<file path="config.mk">
export PLATFORM = sky130hd
export DESIGN_NAME = apb_sp_ram_ctrl_flat
export DESIGN_NICKNAME = d
export VERILOG_FILES = /design/src/rtl/apb_sp_ram_ctrl_if.sv /design/src/rtl/apb_sp_ram_ctrl.sv /design/src/flat_wrapper.sv
export SDC_FILE = /design/constraint.sdc
export NUM_CORES = 1
export LEC_CHECK = 0
export ABC_AREA = 1
export CORE_MARGIN = 8
export CORE_UTILIZATION = 31
export CTS_CLUSTER_SIZE = 12
export DETAILED_ROUTE_END_ITERATION = 8
export PLACE_DENSITY = 0.87
export REMOVE_ABC_BUFFERS = 1
export SLEW_MARGIN = 0
export SYNTH_ARGS = -nofsm -noshare
export SYNTH_HDL_FRONTEND = slang
export SYNTH_SLANG_ARGS = --single-unit
</file>
<file path="constraint.sdc">
create_clock -name clk -period 2.8 [get_ports clk]
set_input_delay 0.42 -clock clk [delete_from_list [all_inputs] [get_ports clk]]
set_output_delay 0.42 -clock clk [all_outputs]
set_load 0.1 [all_outputs]
</file>
<file path="src/rtl/apb_sp_ram_ctrl_if.sv">
`default_nettype none
// ============================================================================
// Module      : apb_sp_ram_ctrl_if
// Description : APB3 bus bundle between the peripheral interconnect (master)
//               and the SRAM controller (slave).
// Ports       : PADDR/PWDATA/PWRITE/PSEL/PENABLE  requester -> completer
//               PRDATA/PREADY/PSLVERR             completer -> requester
// Revision    : 1.0 - initial release
// ============================================================================
interface apb_sp_ram_ctrl_if;
  logic [31:0] PADDR;
  logic [31:0] PWDATA;
  logic        PWRITE;
  logic        PSEL;
  logic        PENABLE;
  logic [31:0] PRDATA;
  logic        PREADY;
  logic        PSLVERR;

  modport master (
    output PADDR, PWDATA, PWRITE, PSEL, PENABLE,
    input  PRDATA, PREADY, PSLVERR
  );

  modport slave (
    input  PADDR, PWDATA, PWRITE, PSEL, PENABLE,
    output PRDATA, PREADY, PSLVERR
  );
endinterface
`default_nettype wire

</file>
<file path="src/rtl/apb_sp_ram_ctrl.sv">
`default_nettype none
// ============================================================================
// Module      : apb_sp_ram_ctrl
// Description : APB3 completer in front of a single-port SRAM (one-cycle read
//               latency). Writes complete with no wait state, reads take one
//               wait state, misaligned accesses get PSLVERR. A clear engine
//               zero-fills the whole array on request while stalling APB.
// Ports       : clk, rst_n        clock, asynchronous active-low reset
//               apb               APB3 slave modport
//               clr_req_i         pulse to start a zero-fill
//               clr_busy_o        high while the zero-fill runs
//               clr_done_o        one-cycle pulse after the last clear write
//               ram_*             SRAM request side / read data
// Revision    : 1.0 - initial release
// ============================================================================
module apb_sp_ram_ctrl #(
  parameter int ADDR_WIDTH = 14,
  parameter int DATA_WIDTH = 32
) (
  input  wire logic                  clk,
  input  wire logic                  rst_n,
  apb_sp_ram_ctrl_if.slave           apb,
  input  wire logic                  clr_req_i,
  output logic                       clr_busy_o,
  output logic                       clr_done_o,
  output logic                       ram_en_o,
  output logic                       ram_we_o,
  output logic [3:0]                 ram_be_o,
  output logic [ADDR_WIDTH-1:0]      ram_addr_o,
  output logic [DATA_WIDTH-1:0]      ram_wdata_o,
  input  wire logic [DATA_WIDTH-1:0] ram_rdata_i
);

  localparam int CW = ADDR_WIDTH - 2;

  localparam logic [1:0] ST_IDLE    = 2'd0;
  localparam logic [1:0] ST_RD_WAIT = 2'd1;
  localparam logic [1:0] ST_CLEAR   = 2'd2;

  localparam logic [CW-1:0] CNT_LAST = '1;

  logic [1:0]    state_q, state_d;
  logic [CW-1:0] cnt_q, cnt_d;
  logic          pend_q, pend_d;
  logic          done_q, done_d;

  logic w_access;
  logic w_misaligned;
  logic w_unused_paddr_hi;

  assign w_access     = apb.PSEL & apb.PENABLE;
  assign w_misaligned = |apb.PADDR[1:0];
  // Address bits above the RAM window are ignored by design.
  assign w_unused_paddr_hi = ^apb.PADDR[31:ADDR_WIDTH];

  always_comb begin
    state_d = state_q;
    cnt_d   = cnt_q;
    done_d  = 1'b0;
    // Requests arriving while the engine runs are absorbed.
    pend_d  = pend_q | (clr_req_i & (state_q != ST_CLEAR));

    apb.PREADY  = 1'b0;
    apb.PSLVERR = 1'b0;
    apb.PRDATA  = '0;
    ram_en_o    = 1'b0;
    ram_we_o    = 1'b0;
    ram_be_o    = 4'h0;
    ram_addr_o  = '0;
    ram_wdata_o = '0;

    case (state_q)
      ST_IDLE: begin
        if (w_access) begin
          // APB has priority over a pending clear.
          if (w_misaligned) begin
            apb.PREADY  = 1'b1;
            apb.PSLVERR = 1'b1;
          end else if (apb.PWRITE) begin
            ram_en_o    = 1'b1;
            ram_we_o    = 1'b1;
            ram_be_o    = 4'hF;
            ram_addr_o  = {apb.PADDR[ADDR_WIDTH-1:2], 2'b00};
            ram_wdata_o = apb.PWDATA;
            apb.PREADY  = 1'b1;
          end else begin
            ram_en_o   = 1'b1;
            ram_addr_o = {apb.PADDR[ADDR_WIDTH-1:2], 2'b00};
            state_d    = ST_RD_WAIT;
          end
        end else if (pend_q) begin
          state_d = ST_CLEAR;
          cnt_d   = '0;
          pend_d  = 1'b0;
        end
      end

      ST_RD_WAIT: begin
        apb.PRDATA = ram_rdata_i;
        apb.PREADY = 1'b1;
        state_d    = ST_IDLE;
      end

      ST_CLEAR: begin
        ram_en_o   = 1'b1;
        ram_we_o   = 1'b1;
        ram_be_o   = 4'hF;
        ram_addr_o = {cnt_q, 2'b00};
        cnt_d      = cnt_q + 1'b1;
        if (cnt_q == CNT_LAST) begin
          state_d = ST_IDLE;
          done_d  = 1'b1;
        end
      end

      default: state_d = ST_IDLE;
    endcase

    // Outputs are combinational from APB inputs, so force them quiet while
    // reset is held to keep the RAM untouched.
    if (!rst_n) begin
      apb.PREADY  = 1'b0;
      apb.PSLVERR = 1'b0;
      apb.PRDATA  = '0;
      ram_en_o    = 1'b0;
      ram_we_o    = 1'b0;
      ram_be_o    = 4'h0;
      ram_addr_o  = '0;
      ram_wdata_o = '0;
    end
  end

  always_ff @(posedge clk or negedge rst_n) begin
    if (!rst_n) begin
      state_q <= ST_IDLE;
      cnt_q   <= '0;
      pend_q  <= 1'b0;
      done_q  <= 1'b0;
    end else begin
      state_q <= state_d;
      cnt_q   <= cnt_d;
      pend_q  <= pend_d;
      done_q  <= done_d;
    end
  end

  assign clr_busy_o = (state_q == ST_CLEAR);
  assign clr_done_o = done_q;

endmodule
`default_nettype wire

</file>
<file path="src/flat_wrapper.sv">
// flat-port wrapper written by rule: the top's interface ports become plain ports
module apb_sp_ram_ctrl_flat 
#(
  parameter int ADDR_WIDTH = 14,
  parameter int DATA_WIDTH = 32
)
  (clk, rst_n, clr_req_i, clr_busy_o, clr_done_o, ram_en_o, ram_we_o, ram_be_o, ram_addr_o, ram_wdata_o, ram_rdata_i, apb_PADDR, apb_PWDATA, apb_PWRITE, apb_PSEL, apb_PENABLE, apb_PRDATA, apb_PREADY, apb_PSLVERR);
  apb_sp_ram_ctrl_if apb_i ();
  input  wire logic clk;
  input  wire logic rst_n;
  input  wire logic clr_req_i;
  output logic clr_busy_o;
  output logic clr_done_o;
  output logic ram_en_o;
  output logic ram_we_o;
  output logic [3:0] ram_be_o;
  output logic [ADDR_WIDTH-1:0] ram_addr_o;
  output logic [DATA_WIDTH-1:0] ram_wdata_o;
  input  wire logic [DATA_WIDTH-1:0] ram_rdata_i;
  input wire logic [$bits(apb_i.PADDR)-1:0] apb_PADDR;
  input wire logic [$bits(apb_i.PWDATA)-1:0] apb_PWDATA;
  input wire logic [$bits(apb_i.PWRITE)-1:0] apb_PWRITE;
  input wire logic [$bits(apb_i.PSEL)-1:0] apb_PSEL;
  input wire logic [$bits(apb_i.PENABLE)-1:0] apb_PENABLE;
  output wire logic [$bits(apb_i.PRDATA)-1:0] apb_PRDATA;
  output wire logic [$bits(apb_i.PREADY)-1:0] apb_PREADY;
  output wire logic [$bits(apb_i.PSLVERR)-1:0] apb_PSLVERR;
  assign apb_i.PADDR = apb_PADDR;
  assign apb_i.PWDATA = apb_PWDATA;
  assign apb_i.PWRITE = apb_PWRITE;
  assign apb_i.PSEL = apb_PSEL;
  assign apb_i.PENABLE = apb_PENABLE;
  assign apb_PRDATA = apb_i.PRDATA;
  assign apb_PREADY = apb_i.PREADY;
  assign apb_PSLVERR = apb_i.PSLVERR;
  apb_sp_ram_ctrl #(.ADDR_WIDTH(ADDR_WIDTH), .DATA_WIDTH(DATA_WIDTH)) u_core (.clk(clk), .rst_n(rst_n), .apb(apb_i), .clr_req_i(clr_req_i), .clr_busy_o(clr_busy_o), .clr_done_o(clr_done_o), .ram_en_o(ram_en_o), .ram_we_o(ram_we_o), .ram_be_o(ram_be_o), .ram_addr_o(ram_addr_o), .ram_wdata_o(ram_wdata_o), .ram_rdata_i(ram_rdata_i));
endmodule
</file>
==> impl_metrics.py <==
metrics = {
    "place": {
        "place_area_sq_mm": 0.00431,
        "hpwl_microns": 9100,
        "dp_worst_setup_slack_ns": -0.0953,
        "gp_congestion": 0.878,
        "portBuffers": 169,
    },
    "finish": {
        "fin_nets": 597,
        "area_growth_pct": 150,
        "multiInputGateArea_sq_mm": 0.00108,
        "fin_area_sq_mm": 0.00448,
        "drive_above_1_share": 0.252,
        "num-fill-cells": 254,
        "seqCellArea_sq_um": 400,
    },
    "sta": {
        "fin_hold_ws_ns": 0.567,
        "post-route-period-util": 1.00,
        "slew_viol_final": 0,
        "finalHoldViolCount": 0,
        "setup_viol": 1,
        "period_minus_slack_ns": 2.81,
        "fin_skew_ns": 0.00508,
        "setup_tns_ns": -0.0137,
        "fmax_mhz": 355,
        "finalWorstSetupSlack_ns": -0.0137,
    },
    "pwr": {
        "p_sw_frac": 0.336,
        "total_power_uw": 771,
        "power.share.combinational": 0.423,
        "switchingPower_uw": 259,
        "leakagePower_uw": 0.00203,
        "clockPowerShare": 0.275,
        "ir_drop_v": 0.000197,
        "seqPwrFrac": 0.302,
        "p_per_area_mw_per_mm2": 172,
        "internal_power_uw": 512,
    },
    "logic_synthesis": {
        "yosys_warnings": 0,
        "synth_area_leaders": "dfrtp_1 22%, nand2_1 20%, nor2_1 16%, inv_1 10%, nand3_1 5.3%",
        "synth_top_area_share": 0.223,
        "avgSynthCellArea_sq_um": 5.47,
        "netlist_instances": 328,
        "ys_types": 27,
        "synth_area_leader_cell": "dfrtp_1",
        "synth.ff_latch_count": 16,
        "synth_seq_area_share": 0.223,
        "synth_area_sq_mm": 0.00179,
    },
    "flow_run": {
        "maxCapViolations": 0,
    },
    "global_routing": {
        "track_usage": 0.244,
        "grt_pass1_vias": 2699,
        "grt-ovfl-total": 0,
        "grt_start_max_net_pins": 34,
        "antenna_found_initial": 1,
        "grt_pass1_wl_microns": 16000,
    },
    "clock_network": {
        "clk_latency_ns": 0.26,
        "clk_pin_slew_ns": 0.06,
        "cts_tree": "yes",
        "cts_buffers": 3,
        "h-tree-depth": 1,
        "cts.sinks": 16,
        "hold_buffers": 0,
        "cts_root_buf": "clkbuf_8",
        "clockBufferDepth": 2,
    },
    "die": {
        "start_util": 0.324,
        "fp.dieArea_sq_mm": 0.00847,
        "row_count": 27,
        "io_pins": 190,
        "core-area_sq_mm": 0.00554,
        "die_w_microns": 92.1,
        "die_y_microns": 92.1,
    },
    "run_status": {
        "status": "finished with violations",
        "violations": "setup timing",
    },
    "worst_hold_path": {
        "hp-class": "flop to flop",
        "holdPathStages": 2,
    },
    "route": {
        "via_per_inst": 5.35,
        "vias": 3029,
        "drt-initial-drc-count": 179,
        "ant_nets": 0,
        "routedWlPerCell_microns": 23.3,
        "first_pass_iters": 4,
        "drc": 0,
        "drt-total-wl_microns": 13200,
    },
    "setup_path": {
        "cp_data_required_time_ns": 2.38,
        "crit_fanout": 17,
        "worstSetupEndpointType": "output port",
        "r2r_cells": 7,
        "path_class": "input port to output port",
        "arrival_ns": 2.39,
        "cp-start-kind": "input port",
    },
}
worst paths after layout:
kind,startpoint,to,slack [ns]
max,rst_n,apb_PRDATA[24],-0.01
min,u_core.cnt_q[11],u_core.cnt_q[11],0.57
max reg2reg,u_core.cnt_q[0],u_core.state_q[0],1.07
min reg2reg,u_core.cnt_q[11],u_core.cnt_q[11],0.57
max in group asynchronous,rst_n,u_core.pend_q,1.80
min in group asynchronous,rst_n,u_core.cnt_q[10],0.81
worst max-delay path, stage by stage:
cell,delay [ns]
clkdlybuf4s50_1,0.69
inv_1,0.15
nor2_2,0.28
clkinvlp_4,0.13
buf_4,0.21
nor2_1,0.29
buf_12,0.22
cells in the mapped netlist, drive strengths merged:
master	n
nand2	99
nor2	89
o21ai	7
nor3	1
clkbuf	6
or2	1
nand4	4
nand3	20
buf	16
ha	1
o21a	1
conb	1
a21oi	14
inv	51
dfrtp	16
a22o	1
state kept, by name, indices dropped and copies added, names as in the netlist:
signal / flops
u_core.cnt_q: 12
u_core.state_q: 2
u_core.clr_done_o: 1
u_core.pend_q: 1
cells in the final DEF (no fill, tap or decap), types with 2 or more instances in the layout:
master / synthesis / routed
o21ai_0: 7 / 7
a21oi_1: 14 / 14
nor2_1: 76 / 74
nand3_4: 1 / 2
inv_1: 50 / 49
nand4_1: 4 / 4
clkdlybuf4s50_1: 0 / 83
nor2_2: 11 / 13
clkinvlp_4: 0 / 2
conb_1: 1 / 2
clkbuf_8: 0 / 4
dfrtp_1: 16 / 16
buf_4: 6 / 10
nand3_1: 19 / 19
nand2_1: 97 / 97
buf_12: 0 / 87
timing repair:
item                       CTS  global route
resized for setup            1             4
setup buffers                0             7
cloned                       1             1
pin swaps                    1             1
setup endpoints to repair   23            65
final cells by class:
| type | instances | area share |
|---|---|---|
| Timing Repair Buffer | 180 | 0.591 |
| Timing Repair inverter | 1 | 0.00168 |
| Tap cell | 72 | 0.0201 |
| Clock buffer | 4 | 0.0123 |
| Sequential cell | 16 | 0.0894 |
| Inverter | 51 | 0.0436 |
| Multi-Input combinational cell | 241 | 0.241 |
| Antenna cell | 1 | 0.000559 |
kinds of logic (layout without fill, tap and decap cells):
| logic type | after synthesis | count (layout) | synth area share |
|---|---|---|---|
| fa+ha+maj | 1 | 1 | 0.00698 |
| flops | 16 | 16 | 0.223 |
| compound gates | 23 | 23 | 0.0677 |
| simple gates | 214 | 215 | 0.511 |
| buf+inv | 73 | 236 | 0.189 |
| other cells | 1 | 3 | 0.00209 |
metal layers:
| layer | GRT usage | routed length, microns | up-vias |
|---|---|---|---|
| met3 | 0.0440 | 1100 | 41 |
| met4 | 0.0738 | 613 | 0 |
| met5 | 0 | 0 | - |
| met2 | 0.462 | 6960 | 217 |
| met1 | 0.267 | 4490 | 1470 |
| li1 | - | - | 1301 |
metrics by stage:
stage,instances,utilization
after CTS,557,0.791
after global placement,552,0.778
after global routing,566,0.808
after detailed placement,552,0.778
after floorplan,307,-
final,566,0.808
power by group through the flow:
stage	clock network (uW)	registers [uW]	logic, uW
after floorplan	0	237	123
after global placement	0	237	304
after detailed placement	0	237	313
after CTS	211	233	316
after global routing	224	233	336
final	212	233	327
Power figures use the tool's default switching activity.
